$ cat src/rtl/load_use_hazard_ctrl_pkg.sv
// Shared definitions for the load-use hazard controller.
// State encoding and register-file constants.
package hazard_pkg;

  typedef enum logic {
    RUN      = 1'b0,
    LU_STALL = 1'b1
  } hzState_e;

  localparam int ZERO_REG = 0;

endpackage

$ cat src/rtl/load_use_hazard_ctrl_if.sv
// Bundle between the hazard controller and the pipeline.
// master: hazard unit side; slave: pipeline side.
interface load_use_hazard_ctrl_if #(
  parameter int REG_AW  = 5,
  parameter int NUM_SRC = 2,
  parameter int CNT_W   = 16
);

  logic                      mem_read_ex;
  logic [REG_AW-1:0]         reg_write_addr_ex;
  logic [NUM_SRC*REG_AW-1:0] src_addr_id;
  logic [NUM_SRC-1:0]        src_used_id;
  logic                      branch_taken_ex;
  logic                      dmem_req_mem;
  logic                      dmem_ready;
  logic                      pc_write;
  logic                      ifid_write;
  logic                      idex_bubble;
  logic                      ifid_flush;
  logic                      pipe_freeze;
  logic [CNT_W-1:0]          stall_cycles;

  modport master (
    input  mem_read_ex,
    input  reg_write_addr_ex,
    input  src_addr_id,
    input  src_used_id,
    input  branch_taken_ex,
    input  dmem_req_mem,
    input  dmem_ready,
    output pc_write,
    output ifid_write,
    output idex_bubble,
    output ifid_flush,
    output pipe_freeze,
    output stall_cycles
  );

  modport slave (
    output mem_read_ex,
    output reg_write_addr_ex,
    output src_addr_id,
    output src_used_id,
    output branch_taken_ex,
    output dmem_req_mem,
    output dmem_ready,
    input  pc_write,
    input  ifid_write,
    input  idex_bubble,
    input  ifid_flush,
    input  pipe_freeze,
    input  stall_cycles
  );

endinterface

$ cat src/rtl/hazard_src_match.sv
// Compares the EX load destination against every used ID source.
// Register 0 never creates a hazard.
module hazard_src_match
  import hazard_pkg::*;
#(
  parameter int REG_AW  = 5,
  parameter int NUM_SRC = 2
) (
  input  logic                      memRead,
  input  logic [REG_AW-1:0]         rdAddr,
  input  logic [NUM_SRC*REG_AW-1:0] srcAddr,
  input  logic [NUM_SRC-1:0]        srcUsed,
  output logic                      hz
);

  logic anyMatch;

  always_comb begin
    anyMatch = 1'b0;
    for (int i = 0; i < NUM_SRC; i++) begin
      if (srcUsed[i] &&
          srcAddr[i*REG_AW +: REG_AW] == rdAddr)
        anyMatch = 1'b1;
    end
  end

  assign hz = memRead &&
              (rdAddr != REG_AW'(ZERO_REG)) &&
              anyMatch;

endmodule

$ cat src/rtl/load_use_hazard_ctrl.sv
// Load-use stall FSM, memory freeze and branch flush control.
// Outputs are combinational; state and counters are registered.
module load_use_hazard_ctrl
  import hazard_pkg::*;
#(
  parameter int REG_AW         = 5,
  parameter int NUM_SRC        = 2,
  parameter int LOAD_STALL_CYC = 1,
  parameter int CNT_W          = 16
) (
  input  logic                   clk,
  input  logic                   rst,
  load_use_hazard_ctrl_if.master bus
);

  localparam int CW = $clog2(LOAD_STALL_CYC + 1);
  localparam logic [CW-1:0] CNT_INIT =
    CW'(LOAD_STALL_CYC - 1);

  hzState_e         state;
  logic [CW-1:0]    cnt;
  logic [CNT_W-1:0] stallCnt;

  logic hz;
  logic mw;
  logic pcWrite;
  logic ifidWrite;
  logic idexBubble;
  logic ifidFlush;
  logic pipeFreeze;

  hazard_src_match #(
    .REG_AW  (REG_AW),
    .NUM_SRC (NUM_SRC)
  ) uMatch (
    .memRead (bus.mem_read_ex),
    .rdAddr  (bus.reg_write_addr_ex),
    .srcAddr (bus.src_addr_id),
    .srcUsed (bus.src_used_id),
    .hz      (hz)
  );

  assign mw = bus.dmem_req_mem && !bus.dmem_ready;

  always_comb begin
    pcWrite    = 1'b1;
    ifidWrite  = 1'b1;
    idexBubble = 1'b0;
    ifidFlush  = 1'b0;
    pipeFreeze = 1'b0;
    if (rst) begin
      pcWrite = 1'b1;
    end else if (mw) begin
      pipeFreeze = 1'b1;
      pcWrite    = 1'b0;
      ifidWrite  = 1'b0;
    end else if (bus.branch_taken_ex) begin
      // The instruction in ID is wrong-path too
      ifidFlush  = 1'b1;
      idexBubble = 1'b1;
    end else if ((state == RUN && hz) ||
                 state == LU_STALL) begin
      idexBubble = 1'b1;
      pcWrite    = 1'b0;
      ifidWrite  = 1'b0;
    end
  end

  always_ff @(posedge clk) begin
    if (rst) begin
      state    <= RUN;
      cnt      <= '0;
      stallCnt <= '0;
    end else begin
      if ((pipeFreeze || (idexBubble && !ifidFlush)) &&
          stallCnt != '1)
        stallCnt <= stallCnt + 1'b1;
      if (mw) begin
        state <= state;
      end else if (bus.branch_taken_ex) begin
        state <= RUN;
        cnt   <= '0;
      end else if (state == RUN) begin
        if (hz && LOAD_STALL_CYC > 1) begin
          state <= LU_STALL;
          cnt   <= CNT_INIT;
        end
      end else begin
        cnt <= cnt - 1'b1;
        if (cnt == CW'(1))
          state <= RUN;
      end
    end
  end

  assign bus.pc_write     = pcWrite;
  assign bus.ifid_write   = ifidWrite;
  assign bus.idex_bubble  = idexBubble;
  assign bus.ifid_flush   = ifidFlush;
  assign bus.pipe_freeze  = pipeFreeze;
  assign bus.stall_cycles = stallCnt;

endmodule

$ cat src/flat_wrapper.sv
// flat-port wrapper written by rule: the top's interface ports become plain ports
module load_use_hazard_ctrl_flat import hazard_pkg::*;
#(
  parameter int REG_AW         = 5,
  parameter int NUM_SRC        = 2,
  parameter int LOAD_STALL_CYC = 1,
  parameter int CNT_W          = 16
)
  (clk, rst, bus_mem_read_ex, bus_reg_write_addr_ex, bus_src_addr_id, bus_src_used_id, bus_branch_taken_ex, bus_dmem_req_mem, bus_dmem_ready, bus_pc_write, bus_ifid_write, bus_idex_bubble, bus_ifid_flush, bus_pipe_freeze, bus_stall_cycles);
  load_use_hazard_ctrl_if #(.REG_AW(REG_AW), .NUM_SRC(NUM_SRC), .CNT_W(CNT_W)) bus_i ();
  input  logic clk;
  input  logic rst;
  input wire logic [$bits(bus_i.mem_read_ex)-1:0] bus_mem_read_ex;
  input wire logic [$bits(bus_i.reg_write_addr_ex)-1:0] bus_reg_write_addr_ex;
  input wire logic [$bits(bus_i.src_addr_id)-1:0] bus_src_addr_id;
  input wire logic [$bits(bus_i.src_used_id)-1:0] bus_src_used_id;
  input wire logic [$bits(bus_i.branch_taken_ex)-1:0] bus_branch_taken_ex;
  input wire logic [$bits(bus_i.dmem_req_mem)-1:0] bus_dmem_req_mem;
  input wire logic [$bits(bus_i.dmem_ready)-1:0] bus_dmem_ready;
  output wire logic [$bits(bus_i.pc_write)-1:0] bus_pc_write;
  output wire logic [$bits(bus_i.ifid_write)-1:0] bus_ifid_write;
  output wire logic [$bits(bus_i.idex_bubble)-1:0] bus_idex_bubble;
  output wire logic [$bits(bus_i.ifid_flush)-1:0] bus_ifid_flush;
  output wire logic [$bits(bus_i.pipe_freeze)-1:0] bus_pipe_freeze;
  output wire logic [$bits(bus_i.stall_cycles)-1:0] bus_stall_cycles;
  assign bus_i.mem_read_ex = bus_mem_read_ex;
  assign bus_i.reg_write_addr_ex = bus_reg_write_addr_ex;
  assign bus_i.src_addr_id = bus_src_addr_id;
  assign bus_i.src_used_id = bus_src_used_id;
  assign bus_i.branch_taken_ex = bus_branch_taken_ex;
  assign bus_i.dmem_req_mem = bus_dmem_req_mem;
  assign bus_i.dmem_ready = bus_dmem_ready;
  assign bus_pc_write = bus_i.pc_write;
  assign bus_ifid_write = bus_i.ifid_write;
  assign bus_idex_bubble = bus_i.idex_bubble;
  assign bus_ifid_flush = bus_i.ifid_flush;
  assign bus_pipe_freeze = bus_i.pipe_freeze;
  assign bus_stall_cycles = bus_i.stall_cycles;
  load_use_hazard_ctrl #(.REG_AW(REG_AW), .NUM_SRC(NUM_SRC), .LOAD_STALL_CYC(LOAD_STALL_CYC), .CNT_W(CNT_W)) u_core (.clk(clk), .rst(rst), .bus(bus_i));
endmodule
$ cat config.mk
export PLATFORM = sky130hd
export DESIGN_NAME = load_use_hazard_ctrl_flat
export DESIGN_NICKNAME = d
export VERILOG_FILES = /design/src/rtl/load_use_hazard_ctrl_pkg.sv /design/src/rtl/load_use_hazard_ctrl_if.sv /design/src/rtl/hazard_src_match.sv /design/src/rtl/load_use_hazard_ctrl.sv /design/src/flat_wrapper.sv
export SDC_FILE = /design/constraint.sdc
export NUM_CORES = 1
export LEC_CHECK = 0
export BUFFER_PORTS_ARGS = -buffer_cell sky130_fd_sc_hd__buf_2
export CORE_ASPECT_RATIO = 0.9
export CORE_MARGIN = 4
export CORE_UTILIZATION = 30
export CTS_BUF_LIST = sky130_fd_sc_hd__clkbuf_4
export CTS_CLUSTER_SIZE = 30
export DETAILED_ROUTE_END_ITERATION = 10
export PLACE_DENSITY_LB_ADDON = 0.08
export SLEW_MARGIN = 20
export SYNTH_ARGS = -nofsm -noshare
export SYNTH_HDL_FRONTEND = slang
export SYNTH_SLANG_ARGS = --single-unit
$ cat constraint.sdc
create_clock -name clk -period 2 [get_ports clk]
set_input_delay 0.1 -clock clk [delete_from_list [all_inputs] [get_ports clk]]
set_output_delay 0.1 -clock clk [all_outputs]
set_load 0.005 [all_outputs]
# Yosys cells after proc, flatten, opt, wreduce, memory -nomap -nowiden

Index checks and enable logic that the tools add are counted.

Memories: 0
Word-level logic and storage cells: 45
Memory bits (writable): 0
Register bits: 18
ROM bits: 0
Latch bits: 0

Divide/modulo/power cells: 0
Order comparisons: 0
Shifts and indexed selects: 0
Eq/ne operators: 3
Muxes and demuxes: 20
$mul: 0
Bitwise logic cells: 2
Reduce and logical (&&, ||, !) cells: 15
$add $sub $neg: 2

Operator list:

| operator                | number |
|---|---|
| $mux W1                 | 20 |
| $add A16 B1 Y16 const B | 1 |
| $ne A16 B16 Y1 const B  | 1 |
| $eq A5 B5 Y1            | 2 |
| $logic_and A1 B1 Y1     | 8 |
| $reduce_bool A5 Y1      | 1 |
| $logic_not A1 Y1        | 2 |
| $logic_or A1 B1 Y1      | 2 |
| $not A1 Y1              | 2 |
| $reduce_and A2 Y1       | 1 |
| $reduce_bool A2 Y1      | 1 |
| $sub A1 B1 Y1 const B   | 1 |

# Depth between registers and ports, before layout

Gate-level depths: netlist (run 1).

Word-level depth: 14
Mapped depth: 9

# Cells and area by module

A second synthesis (run 1) with hierarchy kept.

Cell total of the unflattened synthesis: 131
Area, all modules: 1201.2 um2

By module, submodules not included:

| module               | cells an instance | area an instance (um2) | seq. area each (um2) | times used |
|---|---|---|---|---|
| load_use_hazard_ctrl | 114               | 1067.3                 | 360.3                | 1 |
| hazard_src_match     | 17                | 133.9                  | 0.0                  | 1 |

# Least setup slack after synthesis (run 1)

OpenSTA, ideal clock, no wires.

Path kind: register -> register
Start: register u_core.stallCnt[8], in the netlist u_core.bus.stall_cycles[8]
End: register u_core.stallCnt[12], in the netlist u_core.bus.stall_cycles[12]
Data arrival time: 1.983 ns
Clock period less this slack: 2.054 ns
Required time: 1.929 ns
Path slack: -0.054 ns
Cell stages (with the launch flop): 10
Setup time: 0.071 ns
Cell sequence: dfxtp_1 and4_4 and3_4 and3_1 and4_4 buf_6 or2_4 buf_6 or3_1 a21oi_1

Word-level cells in the longest chain between the ends: 2
Elaborated cells between the ends (all ways): 3

RTL lines:

| element                                                 | RTL line                   | source |
|---|---|---|
| from (decl)                                             | load_use_hazard_ctrl.sv:22 | `logic [CNT_W-1:0] stallCnt;` |
| from (signal assigned)                                  | load_use_hazard_ctrl.sv:77 | `stallCnt <= stallCnt + 1'b1;` |
| branches (longest 2 deep; another with $add A16 B1 Y16) | n/a                        |  |

Several ways; the timed one is not identified.
A chain may end at the register's enable or synchronous reset.

# Worst setup path in the final report (run 1)

Start: register u_core.stallCnt[9], in the netlist u_core.bus.stall_cycles[9]
End: register u_core.stallCnt[10], in the netlist u_core.bus.stall_cycles[10]

Same word-level chain as after synthesis.

==> results of run 1 <==
through the flow:
stage	utilization	hold slack (ns)	cells	total power (W)	instance area, um^2
final	0.4333	0.1361	225	0.0006420	1464
after global routing	0.4333	0.1488	225	0.0006741	1464
after CTS	0.4230	0.1251	223	0.0006501	1429
after detailed placement	0.4163	0.4457	220	0.0004637	1406
after global placement	0.4163	0.4400	220	0.0004619	1406
after floorplan	-	0.2386	124	0.0004189	1069
metal layers:
metal	share of wire	GRT usage	up-vias	wire length, um
li1	-	-	558	-
met1	0.47	0.1566	502	1286
met2	0.46	0.2044	25	1264
met3	0.062	0.03774	2	169
met4	0.0044	0.03521	0	12
met5	0	0	-	0
timing repair:
item | in CTS | in global routing
hold buffers | 0 | 0
setup buffers | 0 | 2
endpoints found under the setup margin | 0 | 3
resized for setup | 0 | 7
registers in the layout (all words and copies together), names as in the netlist:
name,cells
u_core.bus.stall_cycles,16
u_core.cnt,1
u_core.state,1
power by group through the flow:
stage          combinational, W  clock [W]  sequential, W
2_1_floorplan         0.0000488          0       0.000370
3_3_place_gp          0.0000928          0       0.000369
3_5_place_dp          0.0000945          0       0.000369
4_1_cts               0.0000950   0.000194       0.000361
5_1_grt                0.000109   0.000204       0.000361
6_report              0.0000970   0.000184       0.000361
path summary, 6_finish.rpt:
path | start | endpoint | slack (ns) | cells past startpoint
worst max-delay path | u_core.bus.stall_cycles[9] | u_core.bus.stall_cycles[10] | 0.06 | 7
worst min register to register | u_core.cnt | u_core.cnt | 0.49 | 2
worst min-delay path | rst | u_core.bus.stall_cycles[12] | 0.14 | 2
worst max register to register | u_core.bus.stall_cycles[9] | u_core.bus.stall_cycles[10] | 0.06 | 7
worst register-to-register path: stages (launching register included):
cell	delay (ns)
sky130_fd_sc_hd__dfxtp_2	0.34
sky130_fd_sc_hd__and4_4	0.19
sky130_fd_sc_hd__and3_4	0.18
sky130_fd_sc_hd__and3_4	0.18
sky130_fd_sc_hd__and4_4	0.22
sky130_fd_sc_hd__or2_4	0.29
sky130_fd_sc_hd__or3_4	0.37
sky130_fd_sc_hd__a21oi_2	0.12
cell type report:
type | count | area share
Clock buffer | 3 | 0.01538
Multi-Input combinational cell | 101 | 0.4701
Tap cell | 44 | 0.03761
Timing Repair Buffer | 59 | 0.2274
Sequential cell | 18 | 0.2496
logic make-up (layout without fill, tap and decap cells):
group | after synthesis | in the layout | share of synthesized area
AO/OA/AOI/OAI | 20 | 20 | 0.1099
XOR/XNOR | 15 | 15 | 0.1241
adder cells (fa/ha/maj) | 1 | 1 | 0.01182
buffers and inverters | 5 | 62 | 0.03546
flip-flops | 18 | 18 | 0.3404
multiplexers | 4 | 4 | 0.03901
AND/OR/NAND/NOR | 61 | 61 | 0.3392
cell usage in the layout (no fill, tap or decap), types with 3 or more instances in the layout:
cell	n
sky130_fd_sc_hd__buf_4	15
sky130_fd_sc_hd__nand4_1	5
sky130_fd_sc_hd__dfxtp_2	4
sky130_fd_sc_hd__dfxtp_1	14
sky130_fd_sc_hd__xnor2_1	15
sky130_fd_sc_hd__nor2_1	12
sky130_fd_sc_hd__a21oi_1	6
sky130_fd_sc_hd__mux2i_1	3
sky130_fd_sc_hd__or3_1	3
sky130_fd_sc_hd__clkbuf_4	3
sky130_fd_sc_hd__buf_2	44
sky130_fd_sc_hd__nor3b_1	3
sky130_fd_sc_hd__nand2b_1	3
sky130_fd_sc_hd__nand2_1	10
sky130_fd_sc_hd__nand3_1	5
sky130_fd_sc_hd__o21ai_0	6
==> run_summary.xml, run 1 <==
<?xml version="1.0" encoding="UTF-8"?>
<metrics>
  <group name="run_status">
    <metric name="outcome" unit="">finished clean</metric>
  </group>
  <group name="yosys">
    <metric name="synth_enable_flop_cells" unit="">0</metric>
    <metric name="syn_inst" unit="">124</metric>
    <metric name="postSynthNetCount" unit="">148</metric>
    <metric name="synth_seq_area_share" unit="">0.3404</metric>
    <metric name="ys_types" unit="">35</metric>
    <metric name="async_reset_ff_frac" unit="">0</metric>
    <metric name="postSynthRegisterBits" unit="">18</metric>
    <metric name="post_synth_most_frequent_cells" unit="">sky130_fd_sc_hd__dfxtp_1 (18), sky130_fd_sc_hd__xnor2_1 (15), sky130_fd_sc_hd__nor2_1 (12)</metric>
    <metric name="synth_top_area_frac" unit="">0.3404</metric>
    <metric name="avgSynthCellArea" unit="um^2">8.536</metric>
    <metric name="syn_area" unit="um^2">1059</metric>
    <metric name="synth_top_area_cell" unit="">sky130_fd_sc_hd__dfxtp_1</metric>
    <metric name="synth-warning-count" unit="">0</metric>
    <metric name="yosys-top-cells-area" unit="">sky130_fd_sc_hd__dfxtp_1 (34%), sky130_fd_sc_hd__xnor2_1 (12%), sky130_fd_sc_hd__nor2_1 (4.3%)</metric>
    <metric name="synthMostInstantiatedCell" unit="">sky130_fd_sc_hd__dfxtp_1</metric>
    <metric name="postSynth.topFlopCell" unit="">sky130_fd_sc_hd__dfxtp_1</metric>
  </group>
  <group name="power_and_ir_drop">
    <metric name="combinational_fraction_of_design_power" unit="">0.151</metric>
    <metric name="internal_power" unit="W">0.0004801</metric>
    <metric name="max-vdd-ir-drop" unit="uV">155.4</metric>
    <metric name="power.density_cell_area" unit="nW/um^2">438.6</metric>
    <metric name="power.sequential.fraction" unit="">0.562</metric>
    <metric name="switching_share" unit="">0.2521</metric>
    <metric name="total_switching_power" unit="W">0.0001619</metric>
    <metric name="p_clk_frac" unit="">0.287</metric>
    <metric name="power_leakage" unit="nW">0.6339</metric>
  </group>
  <group name="clock_tree">
    <metric name="cts.clk_slew.worst_paths" unit="ns">0.11</metric>
    <metric name="numClockSinks" unit="">18</metric>
    <metric name="clock_tree.root_cell" unit="">sky130_fd_sc_hd__clkbuf_4</metric>
    <metric name="htree_num_levels" unit="">1</metric>
    <metric name="cts_tree" unit="">built</metric>
    <metric name="cts-root-to-sink-buffers" unit="">2</metric>
    <metric name="tritoncts.num_buffers" unit="">3</metric>
    <metric name="clk_latency" unit="ns">0.29</metric>
  </group>
  <group name="critical_path">
    <metric name="worstPathCellList" unit="">and4_4 -&gt; and3_4 -&gt; and3_4 -&gt; and4_4 -&gt; or2_4 -&gt; or3_4 -&gt; a21oi_2</metric>
    <metric name="path_class" unit="">register to register</metric>
    <metric name="critical_path_buffer_and_inverter_count" unit="">0</metric>
    <metric name="cpLargestDelayFamily" unit="">simple AND/OR/NAND/NOR gates</metric>
    <metric name="setup.worst_path.start_class" unit="">register</metric>
    <metric name="end_kind" unit="">register</metric>
    <metric name="critPathArrivalTime" unit="ns">2.18</metric>
    <metric name="required" unit="ns">2.24</metric>
    <metric name="cp_slowest_stage_delay" unit="ns">0.37</metric>
    <metric name="slowest_stage" unit="">sky130_fd_sc_hd__or3_4</metric>
    <metric name="worstPathMaxFanout" unit="">7</metric>
  </group>
  <group name="timing">
    <metric name="finalSetupViolCount" unit="">0</metric>
    <metric name="hold_fails_final_rpt" unit="">0</metric>
    <metric name="finClkSkew" unit="ns">0.01159</metric>
    <metric name="timing.slew.headroom" unit="">0.7433</metric>
    <metric name="layout_min_cycle_time" unit="ns">1.944</metric>
    <metric name="max_clock_freq" unit="MHz">514.3</metric>
    <metric name="worst_slew_pin_slew" unit="ns">0.3797</metric>
    <metric name="total_negative_setup_slack" unit="ns">0</metric>
    <metric name="post-route-period-util" unit="">0.9721</metric>
    <metric name="final-max-slew-violation-count" unit="">0</metric>
    <metric name="layout_setup_ws" unit="ns">0.05571</metric>
    <metric name="rsz0062_at_grt" unit="">yes</metric>
  </group>
  <group name="route">
    <metric name="drtIter0Drc" unit="">22</metric>
    <metric name="total_iterations_of_the_first_detailed_routing_run" unit="">4</metric>
    <metric name="drt-vias-per-instance" unit="">4.831</metric>
    <metric name="drtAntennaViolNets" unit="">0</metric>
    <metric name="wire_per_inst" unit="um">12.14</metric>
    <metric name="total_via_count_after_detailed_routing" unit="">1087</metric>
    <metric name="drc" unit="">0</metric>
    <metric name="wl" unit="um">2732</metric>
  </group>
  <group name="grt">
    <metric name="gr-total-overflow" unit="">0</metric>
    <metric name="grt_max_degree" unit="">15</metric>
    <metric name="grt_pass1_wl" unit="um">4609</metric>
    <metric name="first_global_vias" unit="">1050</metric>
    <metric name="grt_antenna_before_repair" unit="">0</metric>
    <metric name="grt_util_all_layers" unit="">0.1242</metric>
  </group>
  <group name="final_layout">
    <metric name="post_route_cells_drive_above_1_share" unit="">0.4365</metric>
    <metric name="fillers" unit="">361</metric>
    <metric name="combined_area_of_the_multi_input_logic_cells" unit="um^2">688.2</metric>
    <metric name="p_r_area_growth_vs_syn" unit="%">38.30</metric>
    <metric name="antenna_cells" unit="">0</metric>
    <metric name="fin_nets" unit="">207</metric>
    <metric name="seqCellArea" unit="um^2">365.4</metric>
  </group>
  <group name="placed_design">
    <metric name="placement.io_buffers" unit="">43</metric>
    <metric name="dp.final_hpwl" unit="um">2209</metric>
    <metric name="pre_cts_ws" unit="ns">0.03046</metric>
    <metric name="finalWeightedCongestion" unit="">0.7793</metric>
  </group>
  <group name="flow_run">
    <metric name="drv.max_cap_violation_count" unit="">0</metric>
  </group>
  <group name="floorplanning">
    <metric name="die_width" unit="um">70.62</metric>
    <metric name="design.core.area" unit="um^2">3378</metric>
    <metric name="initial_utilization" unit="">0.3133</metric>
    <metric name="die_footprint" unit="um^2">4544</metric>
    <metric name="ios" unit="">44</metric>
    <metric name="die_h" unit="um">64.35</metric>
    <metric name="core.rowCount" unit="">20</metric>
  </group>
  <group name="worst_hold_path">
    <metric name="hp-class" unit="">primary input to register</metric>
  </group>
</metrics>
Power figures use the tool's default switching activity.
==> run 2: changes to the inputs <==
- ABC_CLOCK_PERIOD_IN_PS: default -> 2000
- SYNTH_HIERARCHICAL: default -> 1
==> run 2 against run 1 <==
  * Cell area is 5.9% higher
  * Global-route usage increased by 0.99 points
  * Clock power about the same
  * Setup slack better by 0.025 ns
  * Critical endpoint is now bus_ifid_write
  * Largest cell class unchanged
  * Highest routed layer unchanged
==> run_summary.xml, run 2 <==
<?xml version="1.0" encoding="UTF-8"?>
<metrics>
  <group name="yosys">
    <metric name="synth_enable_flop_cells" unit="">0</metric>
    <metric name="post_synth_most_frequent_cells" unit="">sky130_fd_sc_hd__dfxtp_1 (18), sky130_fd_sc_hd__a21oi_1 (10), sky130_fd_sc_hd__nor2_1 (8), sky130_fd_sc_hd__or4_1 (8), sky130_fd_sc_hd__xor2_1 (8)</metric>
    <metric name="synthMostInstantiatedCell" unit="">sky130_fd_sc_hd__dfxtp_1</metric>
    <metric name="synth_seq_area_share" unit="">0.3000</metric>
    <metric name="synth_top_area_cell" unit="">sky130_fd_sc_hd__dfxtp_1</metric>
    <metric name="syn_inst" unit="">131</metric>
    <metric name="postSynth.topFlopCell" unit="">sky130_fd_sc_hd__dfxtp_1</metric>
    <metric name="synth-warning-count" unit="">6</metric>
    <metric name="async_reset_ff_frac" unit="">0</metric>
    <metric name="ys_types" unit="">43</metric>
    <metric name="postSynthRegisterBits" unit="">18</metric>
    <metric name="syn_area" unit="um^2">1201</metric>
    <metric name="synth_top_area_frac" unit="">0.3000</metric>
    <metric name="avgSynthCellArea" unit="um^2">9.169</metric>
    <metric name="postSynthNetCount" unit="">155</metric>
    <metric name="yosys-top-cells-area" unit="">sky130_fd_sc_hd__dfxtp_1 (30%), sky130_fd_sc_hd__xor2_1 (5.8%), sky130_fd_sc_hd__or4_1 (5.0%)</metric>
  </group>
  <group name="worst_hold_path">
    <metric name="worstHoldStart" unit="">bus_branch_taken_ex</metric>
    <metric name="hp-class" unit="">primary input to register</metric>
  </group>
  <group name="power_and_ir_drop">
    <metric name="max-vdd-ir-drop" unit="uV">350.2</metric>
    <metric name="power_leakage" unit="nW">0.6570</metric>
    <metric name="power.density_cell_area" unit="nW/um^2">415.4</metric>
  </group>
  <group name="floorplanning">
    <metric name="core.rowCount" unit="">21</metric>
    <metric name="ios" unit="">44</metric>
    <metric name="die_width" unit="um">74.70</metric>
    <metric name="die_h" unit="um">68.03</metric>
    <metric name="design.core.area" unit="um^2">3784</metric>
    <metric name="die_footprint" unit="um^2">5082</metric>
    <metric name="initial_utilization" unit="">0.3175</metric>
  </group>
  <group name="final_layout">
    <metric name="number_of_standard_cells_in_the_layout_taps_in_and_fillers_out" unit="">229</metric>
    <metric name="fin_nets" unit="">209</metric>
    <metric name="p_r_area_growth_vs_syn" unit="%">29.06</metric>
    <metric name="post_route_cells_drive_above_1_share" unit="">0.4317</metric>
    <metric name="layout.cells.most_common" unit="">sky130_fd_sc_hd__buf_2</metric>
    <metric name="layout_common_cells" unit="">sky130_fd_sc_hd__buf_2 (43), sky130_fd_sc_hd__dfxtp_1 (18), sky130_fd_sc_hd__buf_4 (12)</metric>
    <metric name="largest_reg_flops" unit="">16</metric>
    <metric name="antenna_cells" unit="">0</metric>
  </group>
  <group name="timing">
    <metric name="total_negative_setup_slack" unit="ns">0</metric>
    <metric name="timing.slew.headroom" unit="">0.7246</metric>
    <metric name="post-route-period-util" unit="">0.9598</metric>
    <metric name="max_clock_freq" unit="MHz">520.9</metric>
    <metric name="rsz0062_at_grt" unit="">no</metric>
    <metric name="worst_hold_margin" unit="ns">0.2088</metric>
    <metric name="layout_min_cycle_time" unit="ns">1.920</metric>
    <metric name="final-max-slew-violation-count" unit="">0</metric>
    <metric name="hold_fails_final_rpt" unit="">0</metric>
    <metric name="finalSetupViolCount" unit="">0</metric>
    <metric name="finClkSkew" unit="ns">0.01665</metric>
    <metric name="worst_slew_pin_slew" unit="ns">0.4100</metric>
  </group>
  <group name="clock_tree">
    <metric name="clock_tree.root_cell" unit="">sky130_fd_sc_hd__clkbuf_4</metric>
    <metric name="cts-root-to-sink-buffers" unit="">2</metric>
    <metric name="tritoncts.num_buffers" unit="">3</metric>
    <metric name="cts_tree" unit="">built</metric>
    <metric name="clk_latency" unit="ns">0.30</metric>
    <metric name="htree_num_levels" unit="">1</metric>
    <metric name="numClockSinks" unit="">18</metric>
    <metric name="cts.clk_slew.worst_paths" unit="ns">0.11</metric>
  </group>
  <group name="critical_path">
    <metric name="cp_slowest_stage_delay" unit="ns">0.47</metric>
    <metric name="critical_path_buffer_and_inverter_count" unit="">4</metric>
    <metric name="critPathArrivalTime" unit="ns">1.82</metric>
    <metric name="path_class" unit="">primary input to output pin</metric>
    <metric name="ff_to_ff_setup_slack" unit="ns">0.26</metric>
    <metric name="required" unit="ns">1.90</metric>
    <metric name="end_kind" unit="">output pin</metric>
    <metric name="r2r.worst_path.cells" unit="">6</metric>
    <metric name="cpLargestDelayFamily" unit="">compound AO/OA/AOI/OAI gates</metric>
    <metric name="crit_top_cell" unit="">sky130_fd_sc_hd__buf_2</metric>
    <metric name="critical_path_depth" unit="">9</metric>
    <metric name="cp_startpoint" unit="">bus_reg_write_addr_ex[2]</metric>
    <metric name="r2r_end" unit="">u_core/bus.stall_cycles[15]</metric>
    <metric name="slowest_stage" unit="">sky130_fd_sc_hd__or4_1</metric>
    <metric name="setup.worst_path.start_class" unit="">primary input</metric>
    <metric name="rr_startpoint" unit="">u_core/bus.stall_cycles[0]</metric>
    <metric name="capturing_instance_or_port_of_the_critical_path" unit="">bus_ifid_write</metric>
    <metric name="worstPathCellList" unit="">buf_2 -&gt; buf_4 -&gt; or4_1 -&gt; o21ai_1 -&gt; a21oi_2 -&gt; o21ba_4 -&gt; o21ai_4 -&gt; buf_6 -&gt; buf_2</metric>
    <metric name="worstPathMaxFanout" unit="">13</metric>
  </group>
  <group name="placed_design">
    <metric name="finalWeightedCongestion" unit="">0.8015</metric>
    <metric name="placement.io_buffers" unit="">43</metric>
    <metric name="post-place-cells" unit="">223</metric>
    <metric name="dp.final_hpwl" unit="um">2476</metric>
  </group>
  <group name="route">
    <metric name="wire_per_inst" unit="um">14.21</metric>
    <metric name="drt-vias-per-instance" unit="">5.354</metric>
    <metric name="drtIter0Drc" unit="">55</metric>
    <metric name="total_via_count_after_detailed_routing" unit="">1226</metric>
    <metric name="drc" unit="">0</metric>
    <metric name="wl" unit="um">3255</metric>
    <metric name="drtAntennaViolNets" unit="">0</metric>
    <metric name="total_iterations_of_the_first_detailed_routing_run" unit="">4</metric>
  </group>
  <group name="grt">
    <metric name="gr-total-overflow" unit="">0</metric>
    <metric name="first_global_vias" unit="">1185</metric>
    <metric name="grt_antenna_before_repair" unit="">0</metric>
    <metric name="grt_util_all_layers" unit="">0.1342</metric>
    <metric name="grt_max_degree" unit="">21</metric>
    <metric name="grt_pass1_wl" unit="um">5354</metric>
  </group>
  <group name="flow_run">
    <metric name="drv.max_cap_violation_count" unit="">0</metric>
  </group>
  <group name="run_status">
    <metric name="outcome" unit="">finished clean</metric>
  </group>
</metrics>
## run 2: changes by cell type after synthesis, sizes merged, moves of 4 or more
| cell | delta |
|---|---|
| nor2 | -4 |
| xnor2 | -13 |
| o31ai | +6 |
| or4 | +7 |
| nor4 | +6 |
| nor3b | -4 |
| xor2 | +8 |
## run 2: report_power, final
part	internal (W)	leakage [nW]	switching, W
registers	0.000360	0.145	0.00000126
logic	0.0000486	0.498	0.0000512
clock network	0.0000700	0.0138	0.000113
## run 2: stage by stage
step	power, W	cell area (um^2)	utilization	setup WS [ns]
final	0.0006440	1550	0.4097	0.08037
after global routing	0.0006886	1550	0.4097	0.007728
after CTS	0.0006524	1508	0.3985	0.03013
after detailed placement	0.0004606	1478	0.3905	-0.1905
after global placement	0.0004595	1478	0.3905	-0.1524
after floorplan	0.0004190	1201	-	0.08349
## run 2: worst min-delay path, stage by stage
cell and delay (ns):
sky130_fd_sc_hd__buf_2 0.12, sky130_fd_sc_hd__nor2_1 0.06, sky130_fd_sc_hd__o211a_1 0.19
## run 2: layout make-up
cell class              count  area, um^2
flip-flops and latches     18       360.3
repair buffers             56       316.6
fillers                   418        2233
clock buffers               3       22.52
inverters                   2       7.507
well taps                  46       57.56
multi-input cells         104       785.8
## run 2: how the worst min path moves through the flow
stage,slack [ns],end,depth (start not counted)
global route,0.21,u_core/state,3
detailed placement,0.50,u_core/cnt,2
floorplan,0.32,u_core/bus.stall_cycles[7],2
global placement,0.48,u_core/cnt,2
CTS,0.20,u_core/state,3
finish,0.21,u_core/state,3
## run 2: cell families after synthesis
family,count (synthesis),share of synthesized area
AOI/OAI and AO/OA,31,0.1948
adders and majority gates,1,0.01042
and+or+nand+nor,58,0.3188
muxes,4,0.03750
xor gates and xnor gates,10,0.07292
DFF,18,0.3000
buffers and inverters,9,0.06562
## run 2: what timing repair did
item	in CTS	in global routing
setup endpoints to repair	2	7
gates resized for setup	1	4
hold buffers	0	0
setup buffers	0	3
pin swaps	0	2
## run 2: layer usage
| metal | vias up | share of wire | global-route usage |
|---|---|---|---|
| met1 | 583 | 0.45 | 0.1747 |
| met4 | 0 | 0.0055 | 0.02889 |
| met2 | 34 | 0.49 | 0.2237 |
| li1 | 607 | - | - |
| met5 | - | 0 | 0 |
| met3 | 2 | 0.057 | 0.03377 |
==> run 3: changes to the inputs <==
- ABC_CLOCK_PERIOD_IN_PS: 2000 -> 2300
- clock period: 2 -> 2.3 ns (I/O delays scaled with it)
==> run 3 against run 2 <==
  * Die area is the same
  * Clock-buffer cell count unchanged
  * Clock power decreased by 11%
  * Clock skew decreased by 0.0079 ns
  * Via count shrank 6.1%
  * Worst hold slack improved by 0.020 ns
  * Critical path type unchanged
  * Global-route usage is 1.1 points lower
  * First-iteration DRC count grew 15%
  * Routed wire length shrank 7.0%
  * Total power shrank 14%
==> run_summary.xml, run 3 (synthesis results as in run 2) <==
<?xml version="1.0" encoding="UTF-8"?>
<metrics>
  <group name="run_status">
    <metric name="outcome" unit="">finished clean</metric>
  </group>
  <group name="timing">
    <metric name="post-route-period-util" unit="">0.9060</metric>
    <metric name="max_clock_freq" unit="MHz">479.9</metric>
    <metric name="worst_slew_pin_slew" unit="ns">0.4843</metric>
    <metric name="final-max-slew-violation-count" unit="">0</metric>
    <metric name="rsz0062_at_grt" unit="">no</metric>
    <metric name="layout_min_cycle_time" unit="ns">2.084</metric>
    <metric name="layout_setup_ws" unit="ns">0.2162</metric>
    <metric name="hold_fails_final_rpt" unit="">0</metric>
    <metric name="worst_hold_margin" unit="ns">0.2292</metric>
    <metric name="timing.slew.headroom" unit="">0.6771</metric>
    <metric name="finalSetupViolCount" unit="">0</metric>
    <metric name="finClkSkew" unit="ns">0.008794</metric>
  </group>
  <group name="power_and_ir_drop">
    <metric name="power.density_cell_area" unit="nW/um^2">378.0</metric>
    <metric name="switching_share" unit="">0.2548</metric>
    <metric name="internal_power" unit="W">0.0004109</metric>
    <metric name="power.sequential.fraction" unit="">0.569</metric>
    <metric name="combinational_fraction_of_design_power" unit="">0.137</metric>
    <metric name="power" unit="W">0.0005515</metric>
    <metric name="total_switching_power" unit="W">0.0001405</metric>
    <metric name="max-vdd-ir-drop" unit="uV">288.5</metric>
    <metric name="p_clk_frac" unit="">0.294</metric>
    <metric name="power_leakage" unit="nW">0.6122</metric>
  </group>
  <group name="final_layout">
    <metric name="fin_area" unit="um^2">1459</metric>
    <metric name="largest_reg_flops" unit="">16</metric>
    <metric name="fin_nets" unit="">200</metric>
    <metric name="antenna_cells" unit="">0</metric>
    <metric name="p_r_area_growth_vs_syn" unit="%">21.46</metric>
    <metric name="layout_common_cells" unit="">sky130_fd_sc_hd__buf_2 (43), sky130_fd_sc_hd__dfxtp_1 (18), sky130_fd_sc_hd__a21oi_1 (10)</metric>
    <metric name="layout.cells.most_common" unit="">sky130_fd_sc_hd__buf_2</metric>
    <metric name="number_of_standard_cells_in_the_layout_taps_in_and_fillers_out" unit="">221</metric>
    <metric name="post_route_cells_drive_above_1_share" unit="">0.3829</metric>
  </group>
  <group name="floorplanning">
    <metric name="ios" unit="">44</metric>
    <metric name="die_h" unit="um">68.03</metric>
    <metric name="die_width" unit="um">74.70</metric>
    <metric name="die_footprint" unit="um^2">5082</metric>
    <metric name="design.core.area" unit="um^2">3784</metric>
    <metric name="core.rowCount" unit="">21</metric>
    <metric name="initial_utilization" unit="">0.3175</metric>
  </group>
  <group name="placed_design">
    <metric name="placed_cell_area" unit="um^2">1433</metric>
    <metric name="dp.final_hpwl" unit="um">2381</metric>
    <metric name="post-place-cells" unit="">217</metric>
    <metric name="placement.io_buffers" unit="">43</metric>
    <metric name="pre_cts_ws" unit="ns">0.03760</metric>
    <metric name="finalWeightedCongestion" unit="">0.7942</metric>
  </group>
  <group name="grt">
    <metric name="gr-total-overflow" unit="">0</metric>
    <metric name="grt_util_all_layers" unit="">0.1234</metric>
    <metric name="grt_antenna_before_repair" unit="">0</metric>
    <metric name="global_route_met3_utilization" unit="">0.03524</metric>
    <metric name="groute.layer.met1.usage" unit="">0.1665</metric>
    <metric name="grt_max_degree" unit="">21</metric>
    <metric name="global_route.usage.met2" unit="">0.2018</metric>
    <metric name="grt.busiest_layer" unit="">met2</metric>
    <metric name="first_global_vias" unit="">1064</metric>
    <metric name="grt_pass1_wl" unit="um">4995</metric>
  </group>
  <group name="worst_hold_path">
    <metric name="hp-class" unit="">primary input to register</metric>
  </group>
  <group name="clock_tree">
    <metric name="cts_hold_buffers" unit="">0</metric>
    <metric name="cts-root-to-sink-buffers" unit="">2</metric>
    <metric name="htree_num_levels" unit="">1</metric>
    <metric name="clock_tree.root_cell" unit="">sky130_fd_sc_hd__clkbuf_4</metric>
    <metric name="tritoncts.num_buffers" unit="">3</metric>
    <metric name="numClockSinks" unit="">18</metric>
    <metric name="cts_tree" unit="">built</metric>
    <metric name="postCtsSetupBuffers" unit="">0</metric>
    <metric name="clk_latency" unit="ns">0.29</metric>
    <metric name="cts.clk_slew.worst_paths" unit="ns">0.10</metric>
    <metric name="post_cts_resize_count" unit="">0</metric>
  </group>
  <group name="route">
    <metric name="total_via_count_after_detailed_routing" unit="">1151</metric>
    <metric name="wl" unit="um">3026</metric>
    <metric name="drtAntennaViolNets" unit="">0</metric>
    <metric name="drtIter0Drc" unit="">63</metric>
    <metric name="total_iterations_of_the_first_detailed_routing_run" unit="">4</metric>
    <metric name="drc" unit="">0</metric>
    <metric name="drt-vias-per-instance" unit="">5.208</metric>
    <metric name="wire_per_inst" unit="um">13.69</metric>
  </group>
  <group name="critical_path">
    <metric name="crit_top_cell" unit="">sky130_fd_sc_hd__buf_2</metric>
    <metric name="path_class" unit="">primary input to output pin</metric>
    <metric name="critPathArrivalTime" unit="ns">1.97</metric>
    <metric name="end_kind" unit="">output pin</metric>
    <metric name="worstPathCellList" unit="">buf_2 -&gt; or4_1 -&gt; o21ai_1 -&gt; a21oi_1 -&gt; o21ba_4 -&gt; o21ai_2 -&gt; buf_4 -&gt; buf_2</metric>
    <metric name="required" unit="ns">2.18</metric>
    <metric name="critical_path_buffer_and_inverter_count" unit="">3</metric>
    <metric name="slowest_stage" unit="">sky130_fd_sc_hd__or4_1</metric>
    <metric name="cpLargestDelayFamily" unit="">compound AO/OA/AOI/OAI gates</metric>
    <metric name="cp_slowest_stage_delay" unit="ns">0.51</metric>
    <metric name="worstPathMaxFanout" unit="">12</metric>
    <metric name="setup.worst_path.start_class" unit="">primary input</metric>
  </group>
  <group name="flow_run">
    <metric name="drv.max_cap_violation_count" unit="">0</metric>
  </group>
</metrics>
run 3: tightest hold or removal path: cells and delay by family:
kind | cells | cell delay, ns
compound gates | 1 | 0.15
buf+inv | 2 | 0.22
run 3: worst paths after layout:
| kind | start | to | slack [ns] | depth (start not counted) |
|---|---|---|---|---|
| setup / recovery | bus_reg_write_addr_ex[0] | bus_pc_write | 0.22 | 8 |
| hold / removal | rst | u_core/state | 0.23 | 3 |
| setup reg to reg | u_core/bus.stall_cycles[0] | u_core/bus.stall_cycles[13] | 0.47 | 5 |
| hold reg to reg | u_core/bus.stall_cycles[15] | u_core/bus.stall_cycles[15] | 0.50 | 2 |
run 3: power groups by stage:
stage / Sequential [W] / Clock (W) / Combinational [W]
CTS: 0.000314 / 0.000172 / 0.0000761
global placement: 0.000321 / 0 / 0.0000737
detailed placement: 0.000321 / 0 / 0.0000759
global route: 0.000314 / 0.000187 / 0.0000840
finish: 0.000314 / 0.000162 / 0.0000755
floorplan: 0.000321 / 0 / 0.0000433
run 3: layer usage:
layer  vias up  wire [um]
li1        598          -
met3         2        166
met1       528       1439
met4         0         14
met2        23       1404
met5         -          0
run 3: metrics by stage:
step                        util  setup TNS, ns
after floorplan                -              0
after global placement    0.3786     -0.0003950
after detailed placement  0.3786              0
after CTS                 0.3856              0
after global routing      0.3856              0
final                     0.3856              0
run 3: cell type report:
type	instances	area (um^2)
fillers	419	2325
multi-input cells	104	762.0
flip-flops and latches	18	360.3
repair buffers	47	245.2
well taps	46	57.56
clock buffers	3	22.52
inverters	2	7.507
clock inverters	1	3.754
